==> src/rtl/msg_reader_pkg.sv <==
// msg_reader_pkg: shared types and constants for the msg_reader slice.
//   state_t  - reader FSM states
//   HDR_BYTES, MAX_LEN, ADDR_W - message framing constants
package msg_reader_pkg;

    localparam int          ADDR_W    = 16;
    localparam int          HDR_BYTES = 2;
    // Largest payload whose total (payload + header) still fits in ADDR_W bits.
    localparam logic [15:0] MAX_LEN   = 16'hFFFD;

    typedef enum logic [2:0] {
        S_IDLE,
        S_REQ,
        S_WAIT_RDY,
        S_READ,
        S_DRAIN
    } state_t;

endpackage

==> src/rtl/msg_reader_fifo.sv <==
// msg_reader_fifo: synchronous first-word-fall-through FIFO for the output stream.
// Ports:
//   clk, rst_l     - clock, synchronous active-low reset
//   i_push, i_din  - write strobe / entry ({last, data})
//   i_pop          - read strobe (ignored when empty)
//   o_dout         - head entry (meaningful only when !o_empty)
//   o_empty        - FIFO empty
//   o_count        - occupancy, feeds the read-credit check in the top
module msg_reader_fifo #(
    parameter int DEPTH = 4,
    parameter int WIDTH = 9,
    parameter int CNT_W = $clog2(DEPTH) + 1
) (
    input  logic             clk,
    input  logic             rst_l,
    input  logic             i_push,
    input  logic [WIDTH-1:0] i_din,
    input  logic             i_pop,
    output logic [WIDTH-1:0] o_dout,
    output logic             o_empty,
    output logic [CNT_W-1:0] o_count
);
    localparam int PTR_W = $clog2(DEPTH);

    logic [WIDTH-1:0] r_mem [DEPTH];
    logic [PTR_W-1:0] r_wr;
    logic [PTR_W-1:0] r_rd;
    logic [CNT_W-1:0] r_count;
    logic             w_do_push;
    logic             w_do_pop;

    assign o_empty   = (r_count == '0);
    assign w_do_pop  = i_pop && !o_empty;
    assign w_do_push = i_push && (r_count != CNT_W'(DEPTH));
    assign o_dout    = r_mem[r_rd];
    assign o_count   = r_count;

    // Storage carries no reset; only pointers and count define validity.
    always_ff @(posedge clk) begin
        if (w_do_push) r_mem[r_wr] <= i_din;
    end

    always_ff @(posedge clk) begin
        if (!rst_l) begin
            r_wr    <= '0;
            r_rd    <= '0;
            r_count <= '0;
        end else begin
            if (w_do_push) r_wr <= r_wr + 1'b1;
            if (w_do_pop)  r_rd <= r_rd + 1'b1;
            case ({w_do_push, w_do_pop})
                2'b10:   r_count <= r_count + 1'b1;
                2'b01:   r_count <= r_count - 1'b1;
                default: r_count <= r_count;
            endcase
        end
    end

endmodule

==> src/rtl/msg_reader.sv <==
// msg_reader: read master for slave_device. On start it requests a message,
// sweeps rd_addr over the 2 header bytes plus payload, captures slv_data
// RD_LAT cycles after each address and streams the bytes out (valid/ready/last).
// The header bytes form the 16-bit sequence number reported on hdr_seq.
// Ports:
//   clk, rst_l                 - clock, synchronous active-low reset
//   start, msg_len             - command pulse and payload length (IDLE only)
//   busy                       - not IDLE
//   new_msg, slv_ready         - message request / slave ready
//   ram_rd_rq, rd_addr         - read strobe and address
//   slv_data                   - returned byte
//   out_data/valid/ready/last  - output byte stream
//   hdr_seq                    - header of last completed message
//   err                        - one-cycle error pulse
// Optional: define MSG_READER_SEQ_CHECK_EN to flag non-consecutive headers.
module msg_reader
    import msg_reader_pkg::*;
#(
    parameter int RD_LAT     = 2,
    parameter int FIFO_DEPTH = 4,
    parameter int TIMEOUT    = 255
) (
    input  logic              clk,
    input  logic              rst_l,
    input  logic              start,
    input  logic [15:0]       msg_len,
    output logic              busy,
    output logic              new_msg,
    input  logic              slv_ready,
    output logic              ram_rd_rq,
    output logic [ADDR_W-1:0] rd_addr,
    input  logic [7:0]        slv_data,
    output logic [7:0]        out_data,
    output logic              out_valid,
    input  logic              out_ready,
    output logic              out_last,
    output logic [15:0]       hdr_seq,
    output logic              err
);
    localparam int CNT_W  = $clog2(FIFO_DEPTH) + 1;
    localparam int WAIT_W = $clog2(TIMEOUT + 1);

    state_t            r_state;
    logic [ADDR_W-1:0] r_total;
    logic [ADDR_W-1:0] r_idx;
    logic [WAIT_W-1:0] r_wait;
    logic [15:0]       r_hdr_tmp;
    logic [15:0]       r_hdr_seq;
    logic              r_err;
    logic [RD_LAT:1]   r_vld_pipe;
    logic [ADDR_W-1:0] r_idx_pipe [RD_LAT:1];
`ifdef MSG_READER_SEQ_CHECK_EN
    logic              r_first;
`endif

    logic              w_issue;
    logic              w_cap;
    logic [ADDR_W-1:0] w_cap_idx;
    logic [CNT_W-1:0]  w_count;
    logic [CNT_W-1:0]  w_inflight;
    logic [CNT_W-1:0]  w_free;
    logic              w_empty;
    logic              w_pop;
    logic [8:0]        w_dout;
    logic              w_drain_done;

    assign w_inflight = CNT_W'($countones(r_vld_pipe));
    assign w_free     = CNT_W'(FIFO_DEPTH) - w_count;
    // Reserve a FIFO slot for every read already in the pipe before issuing.
    assign w_issue    = (r_state == S_READ) && (w_free > w_inflight);
    assign w_cap      = r_vld_pipe[RD_LAT];
    assign w_cap_idx  = r_idx_pipe[RD_LAT];
    assign w_pop      = !w_empty && out_ready;
    // Finish in the cycle the last byte leaves so busy drops right after it.
    assign w_drain_done = (r_vld_pipe == '0) &&
                          (w_empty || (w_count == CNT_W'(1) && w_pop));

    msg_reader_fifo #(
        .DEPTH (FIFO_DEPTH),
        .WIDTH (9),
        .CNT_W (CNT_W)
    ) u_fifo (
        .clk     (clk),
        .rst_l   (rst_l),
        .i_push  (w_cap),
        .i_din   ({(w_cap_idx == r_total - 16'd1), slv_data}),
        .i_pop   (w_pop),
        .o_dout  (w_dout),
        .o_empty (w_empty),
        .o_count (w_count)
    );

    // Read-latency pipe: carries the index of each issued address.
    always_ff @(posedge clk) begin
        if (!rst_l) begin
            r_vld_pipe <= '0;
            r_hdr_tmp  <= '0;
            for (int i = 1; i <= RD_LAT; i++) r_idx_pipe[i] <= '0;
        end else begin
            r_vld_pipe[1] <= w_issue;
            r_idx_pipe[1] <= r_idx;
            for (int i = 2; i <= RD_LAT; i++) begin
                r_vld_pipe[i] <= r_vld_pipe[i-1];
                r_idx_pipe[i] <= r_idx_pipe[i-1];
            end
            if (w_cap && w_cap_idx == 16'd0) r_hdr_tmp[15:8] <= slv_data;
            if (w_cap && w_cap_idx == 16'd1) r_hdr_tmp[7:0]  <= slv_data;
        end
    end

    always_ff @(posedge clk) begin
        if (!rst_l) begin
            r_state   <= S_IDLE;
            r_total   <= '0;
            r_idx     <= '0;
            r_wait    <= '0;
            r_hdr_seq <= '0;
            r_err     <= 1'b0;
`ifdef MSG_READER_SEQ_CHECK_EN
            r_first   <= 1'b1;
`endif
        end else begin
            r_err <= 1'b0;
            case (r_state)
                S_IDLE: begin
                    if (start) begin
                        if (msg_len > MAX_LEN) begin
                            r_err <= 1'b1;
                        end else begin
                            r_total <= msg_len + 16'(HDR_BYTES);
                            r_idx   <= '0;
                            r_state <= S_REQ;
                        end
                    end
                end
                S_REQ: begin
                    r_wait  <= '0;
                    r_state <= S_WAIT_RDY;
                end
                S_WAIT_RDY: begin
                    if (slv_ready) begin
                        r_state <= S_READ;
                    end else if (r_wait == WAIT_W'(TIMEOUT - 1)) begin
                        r_err   <= 1'b1;
                        r_state <= S_IDLE;
                    end else begin
                        r_wait <= r_wait + 1'b1;
                    end
                end
                S_READ: begin
                    if (w_issue) begin
                        r_idx <= r_idx + 16'd1;
                        if (r_idx == r_total - 16'd1) r_state <= S_DRAIN;
                    end
                end
                S_DRAIN: begin
                    if (w_drain_done) begin
                        r_state   <= S_IDLE;
                        r_hdr_seq <= r_hdr_tmp;
`ifdef MSG_READER_SEQ_CHECK_EN
                        r_first   <= 1'b0;
                        if (!r_first && r_hdr_tmp != r_hdr_seq + 16'd1) r_err <= 1'b1;
`endif
                    end
                end
                default: r_state <= S_IDLE;
            endcase
        end
    end

    assign busy      = (r_state != S_IDLE);
    assign new_msg   = (r_state == S_REQ);
    assign ram_rd_rq = w_issue;
    assign rd_addr   = r_idx;
    assign out_valid = !w_empty;
    // Mask the un-reset storage so an empty FIFO presents zeros.
    assign out_data  = w_empty ? 8'h00 : w_dout[7:0];
    assign out_last  = !w_empty && w_dout[8];
    assign hdr_seq   = r_hdr_seq;
    assign err       = r_err;

endmodule
==> config.mk <==
export PLATFORM = sky130hd
export DESIGN_NAME = msg_reader
export DESIGN_NICKNAME = d
export VERILOG_FILES = /design/src/rtl/msg_reader_pkg.sv /design/src/rtl/msg_reader_fifo.sv /design/src/rtl/msg_reader.sv
export SDC_FILE = /design/constraint.sdc
export NUM_CORES = 1
export LEC_CHECK = 0
export BUFFER_PORTS_ARGS = -buffer_cell sky130_fd_sc_hd__buf_2
export CAP_MARGIN = 25
export CORE_MARGIN = 4
export CORE_UTILIZATION = 35
export CTS_BUF_LIST = sky130_fd_sc_hd__clkbuf_4 sky130_fd_sc_hd__clkbuf_8 sky130_fd_sc_hd__clkbuf_16
export CTS_CLUSTER_DIAMETER = 100
export DETAILED_ROUTE_END_ITERATION = 10
export GPL_TIMING_DRIVEN = 0
export PLACE_DENSITY = 0.56
export SLEW_MARGIN = 25
export SYNTH_ARGS = -nofsm -noshare
export SYNTH_HDL_FRONTEND = slang
export SYNTH_SLANG_ARGS = --single-unit
==> constraint.sdc <==
create_clock -name clk -period 2.65 [get_ports clk]
set_input_delay 0 -clock clk [delete_from_list [all_inputs] [get_ports clk]]
set_output_delay 0 -clock clk [all_outputs]
set_load 0.1 [all_outputs]
# Word level (Yosys, flattened, before mapping)

Memory sizes are Yosys's and may differ from the RTL's. A register that Yosys moved wholly into a read port is not among the register bits.
Cells that the tools add are included.

Input bits: 29
Memories kept: 2
Register bits after elaboration: 85
Output and inout bits: 46
Bits in writable memories: 68
Word-level logic and storage cells: 103

Memory list:

| memory       | words | width | read ports | clocked after memory_dff | write ports | line                  | RTL |
|---|---|---|---|---|---|---|---|
| u_fifo.r_mem | 4     | 9     | 1          | 1                        | 1           | msg_reader_fifo.sv:25 | `logic [WIDTH-1:0] r_mem [DEPTH];` |
| r_idx_pipe   | 2     | 16    | 2          | 0                        | 2           | msg_reader.sv:51      | `logic [ADDR_W-1:0] r_idx_pipe [RD_LAT:1];` |

Equal/unequal tests: 20
Multiplexer cells: 30
Add/subtract/negate cells: 10
$lt $le $gt $ge: 2
Reductions and logical operators: 24
Bitwise gates (word level): 3

Operator list:

| kind                                                                 | number |
|---|---|
| 16-bit two-way mux                                                   | 5 |
| 16-bit == test                                                       | 2 |
| 16-bit one-hot mux with 2 select lines                               | 1 |
| 8-bit two-way mux                                                    | 3 |
| 3-bit two-way mux                                                    | 7 |
| 16-bit by 1-bit adder with 16-bit output, second input constant      | 1 |
| 16-bit by 2-bit adder with 16-bit output, second input constant      | 1 |
| 16-bit by 1-bit == test with 1-bit output, second input constant     | 1 |
| 16-bit greater-than comparator, second input constant                | 1 |
| 16-bit zero test                                                     | 1 |
| 8-bit one-hot mux with 2 select lines                                | 1 |
| 16-bit by 1-bit subtractor with 16-bit output, second input constant | 1 |
| 3-bit one-hot mux with 5 select lines                                | 1 |
| 2-bit inequality test, second input constant                         | 6 |
| 1-bit logical AND                                                    | 9 |
| 8-bit by 1-bit adder with 8-bit output, second input constant        | 1 |
| 8-bit == test, second input constant                                 | 1 |
| 1-bit two-way mux                                                    | 8 |
| 3-bit by 1-bit == test with 1-bit output, second input constant      | 2 |
| 3-bit by 2-bit == test with 1-bit output, second input constant      | 2 |
| 3-bit zero test                                                      | 2 |
| 3-bit inequality test, second input constant                         | 2 |
| 3-bit one-hot mux with 2 select lines                                | 1 |
| 3-bit AND reduction                                                  | 2 |
| other kinds (22)                                                     | 27 |

# Depth between registers and ports, before layout

Depth after elaboration: 8
Mapped depth: 10
Depth with buffers taken out: 10

# Hierarchy

A second synthesis with hierarchy kept.

Cell total of the unflattened synthesis: 698
Area, all modules: 7165.6 um^2

By module, submodules not included:

| module          | cells an instance | seq. area each (um^2) | instances | area each (um^2) |
|---|---|---|---|---|
| msg_reader      | 598               | 2202.1                | 1         | 5377.7 |
| msg_reader_fifo | 100               | 1261.2                | 1         | 1788.0 |

# Worst setup path after synthesis

OpenSTA, ideal clock, no wires.

Path type: register to register
Start point: register u_fifo.r_count[0] (netlist: u_fifo.o_count[0])
End point: register r_idx[0] (netlist: rd_addr[0])
Setup time: 86 ps
Path slack: -472 ps
Data required time: 2564 ps
Stages on the path, launching flop included: 10
Period minus slack after synthesis: 3122 ps
Arrival: 3036 ps
Buffers on the path: 0
Cell sequence: dfxtp_1 inv_1 ha_1 ha_1 nor2b_1 a2bb2oi_1 nor2_1 nor2_1 nor2_1 a211oi_1

Longest elaborated chain between the ends: 5

Ends and longest elaborated chain:

| what                                                     | line                  | RTL |
|---|---|---|
| start, declared                                          | msg_reader_fifo.sv:28 | `logic [CNT_W-1:0] r_count;` |
| start signal, assigned                                   | msg_reader_fifo.sv:52 | `2'b10: r_count <= r_count + 1'b1;` |
| start signal, assigned                                   | msg_reader_fifo.sv:53 | `2'b01: r_count <= r_count - 1'b1;` |
| start signal, assigned                                   | msg_reader_fifo.sv:54 | `default: r_count <= r_count;` |
| 3-bit subtractor                                         | msg_reader.sv:68      | `assign w_free = CNT_W'(FIFO_DEPTH) - w_count;` |
| 3-bit by 2-bit greater-than comparator with 1-bit output | msg_reader.sv:70      | `assign w_issue = (r_state == S_READ) && (w_free > w_inflight);` |
| 1-bit logical AND                                        | msg_reader.sv:70      |  |
| named net ram_rd_rq                                      | msg_reader.sv:30      | `output logic ram_rd_rq,` |
| 2-bit inequality test (no source line)                   | --                    |  |
| 4-bit AND reduction (no source line)                     | --                    |  |
| end signal, assigned                                     | msg_reader.sv:152     | `r_idx <= r_idx + 16'd1;` |
| end, declared                                            | msg_reader.sv:45      | `logic [ADDR_W-1:0] r_idx;` |

The timed path passes the listed nets, and every way through them passes these cells.
A chain may end at the register's enable or synchronous reset.

# Worst setup path after layout

Start point: register r_total[3]
End point: register r_state[0]

Longest elaborated chain between the ends: 4

Ends and longest elaborated chain:

| what                                                              | line              | RTL |
|---|---|---|
| start, declared                                                   | msg_reader.sv:44  | `logic [ADDR_W-1:0] r_total;` |
| start signal, assigned                                            | msg_reader.sv:130 | `r_total <= msg_len + 16'(HDR_BYTES);` |
| 16-bit by 1-bit subtractor with 16-bit output                     | msg_reader.sv:153 | `if (r_idx == r_total - 16'd1) r_state <= S_DRAIN;` |
| 16-bit == test                                                    | msg_reader.sv:153 |  |
| 2-bit by 1-bit inequality test with 1-bit output (no source line) | --                |  |
| 6-bit AND reduction (no source line)                              | --                |  |
| end signal, assigned                                              | msg_reader.sv:153 |  |
| end signal, assigned                                              | msg_reader.sv:158 | `r_state <= S_IDLE;` |
| end signal, assigned                                              | msg_reader.sv:166 | `default: r_state <= S_IDLE;` |
| end, declared                                                     | msg_reader.sv:43  | `state_t r_state;` |

No other way between the ends.

==> results_dict.tcl <==
set metrics [dict create \
    status "finished clean" \
    ant_nets 0 \
    grt_pass1_wl_um 28200 \
    area_growth_pct 25.7 \
    startpoint "r_total[3]" \
    min_delay_path_depth 3 \
    clock_latency_ps 430 \
    die_w_um 152 \
    max_freq_ghz 0.394 \
    worstReg2RegStart "r_total[3]" \
    cts_tree "done" \
    preCtsSetupSlack_ps -523 \
    cts-root-buf "clkbuf_16" \
    p_leak_nw 3.56 \
    wl_per_cell_um 16.0 \
    via_per_inst 4.88 \
    worst_slack_ps 110 \
    via_count 5409 \
    die_h_um 152 \
    pwr-share-clk 0.306 \
    worstPathRequired_ps 2920 \
    hold_violations 0 \
    synth.avg_cell_area_um2 10.2 \
    dr.pass1.iters 5 \
    seq_area_um2 3470 \
    worst_ep_arrival_time_ps 2810 \
    final_cell_mix "dfxtp_1 (112), nor2_1 (101), buf_2 (78), and2_1 (42)" \
    multiInputGateArea_um2 3820 \
    dr.first_iter.drc_count 250 \
    worst_slew_pin_slew_ps 988 \
    drv_slew 0 \
    clk_path_buf_depth 2 \
    powerDensity_nw_per_um2 865 \
    power_mw 7.88 \
    drive_gt1_frac 0.214 \
    reg2reg_depth 8 \
    gp_congestion 0.825 \
    fin_cells 1108 \
    syn_nets 757 \
    clk_pin_slew_worst_paths_ps 70 \
    cp_max_fo 9 \
    endpoint_kind "register" \
    grt_pass1_vias 5151 \
    wirelength_um 17700 \
    cts_sinks 155 \
    period_minus_slack_ps 2540 \
    slew_headroom 0.339 \
    cp-start-kind "register" \
    track_usage 0.152 \
    synthFlopType "dfxtp_1" \
    p_int_mw 4.76 \
    dp.cells 1053 \
    htree_levels 4 \
    antenna_found_initial 0 \
    skew_ps 10.8 \
    grt-ovfl-total 0 \
    drv_cap 0 \
    nets 872 \
    critical_path_class "reg -> reg" \
    ys_ff_latch 155 \
    design.die.area_um2 23100 \
    worstHoldStart "msg_len[4]" \
    drcViolationCount 0 \
    grt_max_degree 19 \
    synthCells 709 \
    num_rows 52 \
    design.core.area_um2 20300 \
    ir_worst_vdd_uv 495 \
    setup_viol_count_final 0 \
    synth-async-reset-ratio 0 \
    final_common_cell "dfxtp_1" \
    netSwitchingFraction 0.397 \
    combPwrFrac 0.357 \
    finish.utilization 0.449 \
    fin_setup_tns_ps 0 \
    start_util 0.357 \
    place_hpwl_um 12600 \
    p_switching_mw 3.13 \
    portBuffers 74 \
    numCtsBuffers 17 \
    synth_warnings 0 \
    synth_cell_types 64 \
    ys_seq_area_frac 0.478 \
    hold_path.class "in -> reg" \
    p_seq_frac 0.337 \
    num-fill-cells 1932 \
    syn_area_um2 7250 \
    synth_enable_flop_cells 36 \
    reg2reg_slack_ps 110 \
    fin_crit_sh 0.958 \
    io-pin-count 75 \
]
[area by class of cell]
type	instances	area share
Sequential cell	155	0.381
Multi-Input combinational cell	487	0.419
Clock buffer	17	0.0467
Tap cell	270	0.0371
Inverter	26	0.0107
Timing Repair Buffer	99	0.0667
Clock inverter	15	0.0187
Antenna cell	1	0.000275
Buffer	38	0.0195
[cells in the mapped netlist, drive strengths merged (5+ instances only)]
| library cell | count | share of area |
|---|---|---|
| nor3 | 11 | 0.0091 |
| inv | 26 | 0.013 |
| a211oi | 18 | 0.019 |
| nor2b | 6 | 0.0052 |
| dfxtp | 119 | 0.33 |
| nand3 | 21 | 0.015 |
| xor2 | 30 | 0.036 |
| nor2 | 102 | 0.053 |
| a2111oi | 13 | 0.016 |
| and3 | 9 | 0.0078 |
| a21oi | 14 | 0.0097 |
| ha | 19 | 0.033 |
| mux2i | 34 | 0.047 |
| nand2 | 28 | 0.015 |
| nand4 | 15 | 0.013 |
| or4 | 5 | 0.0057 |
| buf | 12 | 0.0091 |
| mux4 | 9 | 0.028 |
| clkbuf | 29 | 0.015 |
| edfxtp | 36 | 0.15 |
| and2 | 42 | 0.036 |
| nor4 | 14 | 0.017 |
| xnor2 | 37 | 0.045 |
| and4 | 5 | 0.0060 |
[power by group through the flow]
stage	Sequential, mW	Combinational [mW]	Clock, mW
5_1_grt	2.67	3.05	2.58
6_report	2.65	2.82	2.41
3_3_place_gp	2.68	2.54	0
3_5_place_dp	2.68	2.55	0
2_1_floorplan	2.66	2.07	0
4_1_cts	2.63	2.70	2.46
[metrics by stage]
step / hold slack [ps] / area [um2]
global route: 23.7 / 9110
detailed placement: 259 / 7970
CTS: 1.09 / 8920
finish: 23.6 / 9110
floorplan: 95.7 / 7260
global placement: 237 / 7970
[worst paths after layout]
path	to
worst max-delay path	r_state[0]
worst min-delay path	r_total[4]
worst max register to register	r_state[0]
worst min register to register	r_idx_pipe[2][0]
[sequential cells by signal (all words and copies together) (netlist names), named ones only]
name            flops
err                 1
hdr_seq            16
r_hdr_tmp          16
r_idx_pipe         32
r_state             3
r_total            16
r_vld_pipe          2
r_wait              8
rd_addr            16
u_fifo.o_count      3
u_fifo.r_mem       36
u_fifo.r_rd         2
u_fifo.r_wr         2
[timing repair]
action,CTS,global route
cloned,1,0
pin swaps,4,12
setup endpoints to repair,21,32
hold buffers,20,0
buffers inserted,1,3
hold endpoints to repair,61,0
resized for setup,37,30
[layer usage]
layer	vias up	GRT usage	part of all wire
li1	2741	-	-
met1	2522	0.228	0.51
met2	127	0.221	0.43
met3	19	0.0333	0.044
met4	0	0.0420	0.012
met5	-	0	0
[cells by family (layout without fill, tap and decap cells)]
kind of cell | Yosys count | count (layout) | synth area share
compound gates | 76 | 76 | 0.0782
fa+ha+maj | 19 | 19 | 0.0328
other cells | 0 | 1 | 0
buf+inv | 67 | 195 | 0.0376
simple gates | 278 | 278 | 0.205
xor+xnor | 71 | 71 | 0.0934
mux | 43 | 43 | 0.0749
flops | 155 | 155 | 0.478
[critical path, stage by stage (launching register included)]
cell and delay [ps]:
dfxtp_1 310, buf_6 130, or4_1 500, buf_2 200, o31ai_1 240, a21boi_2 200, nand4_1 220, nor4_4 430
a311oi_1 140
Note: power is estimated with default switching activity, not from simulation.
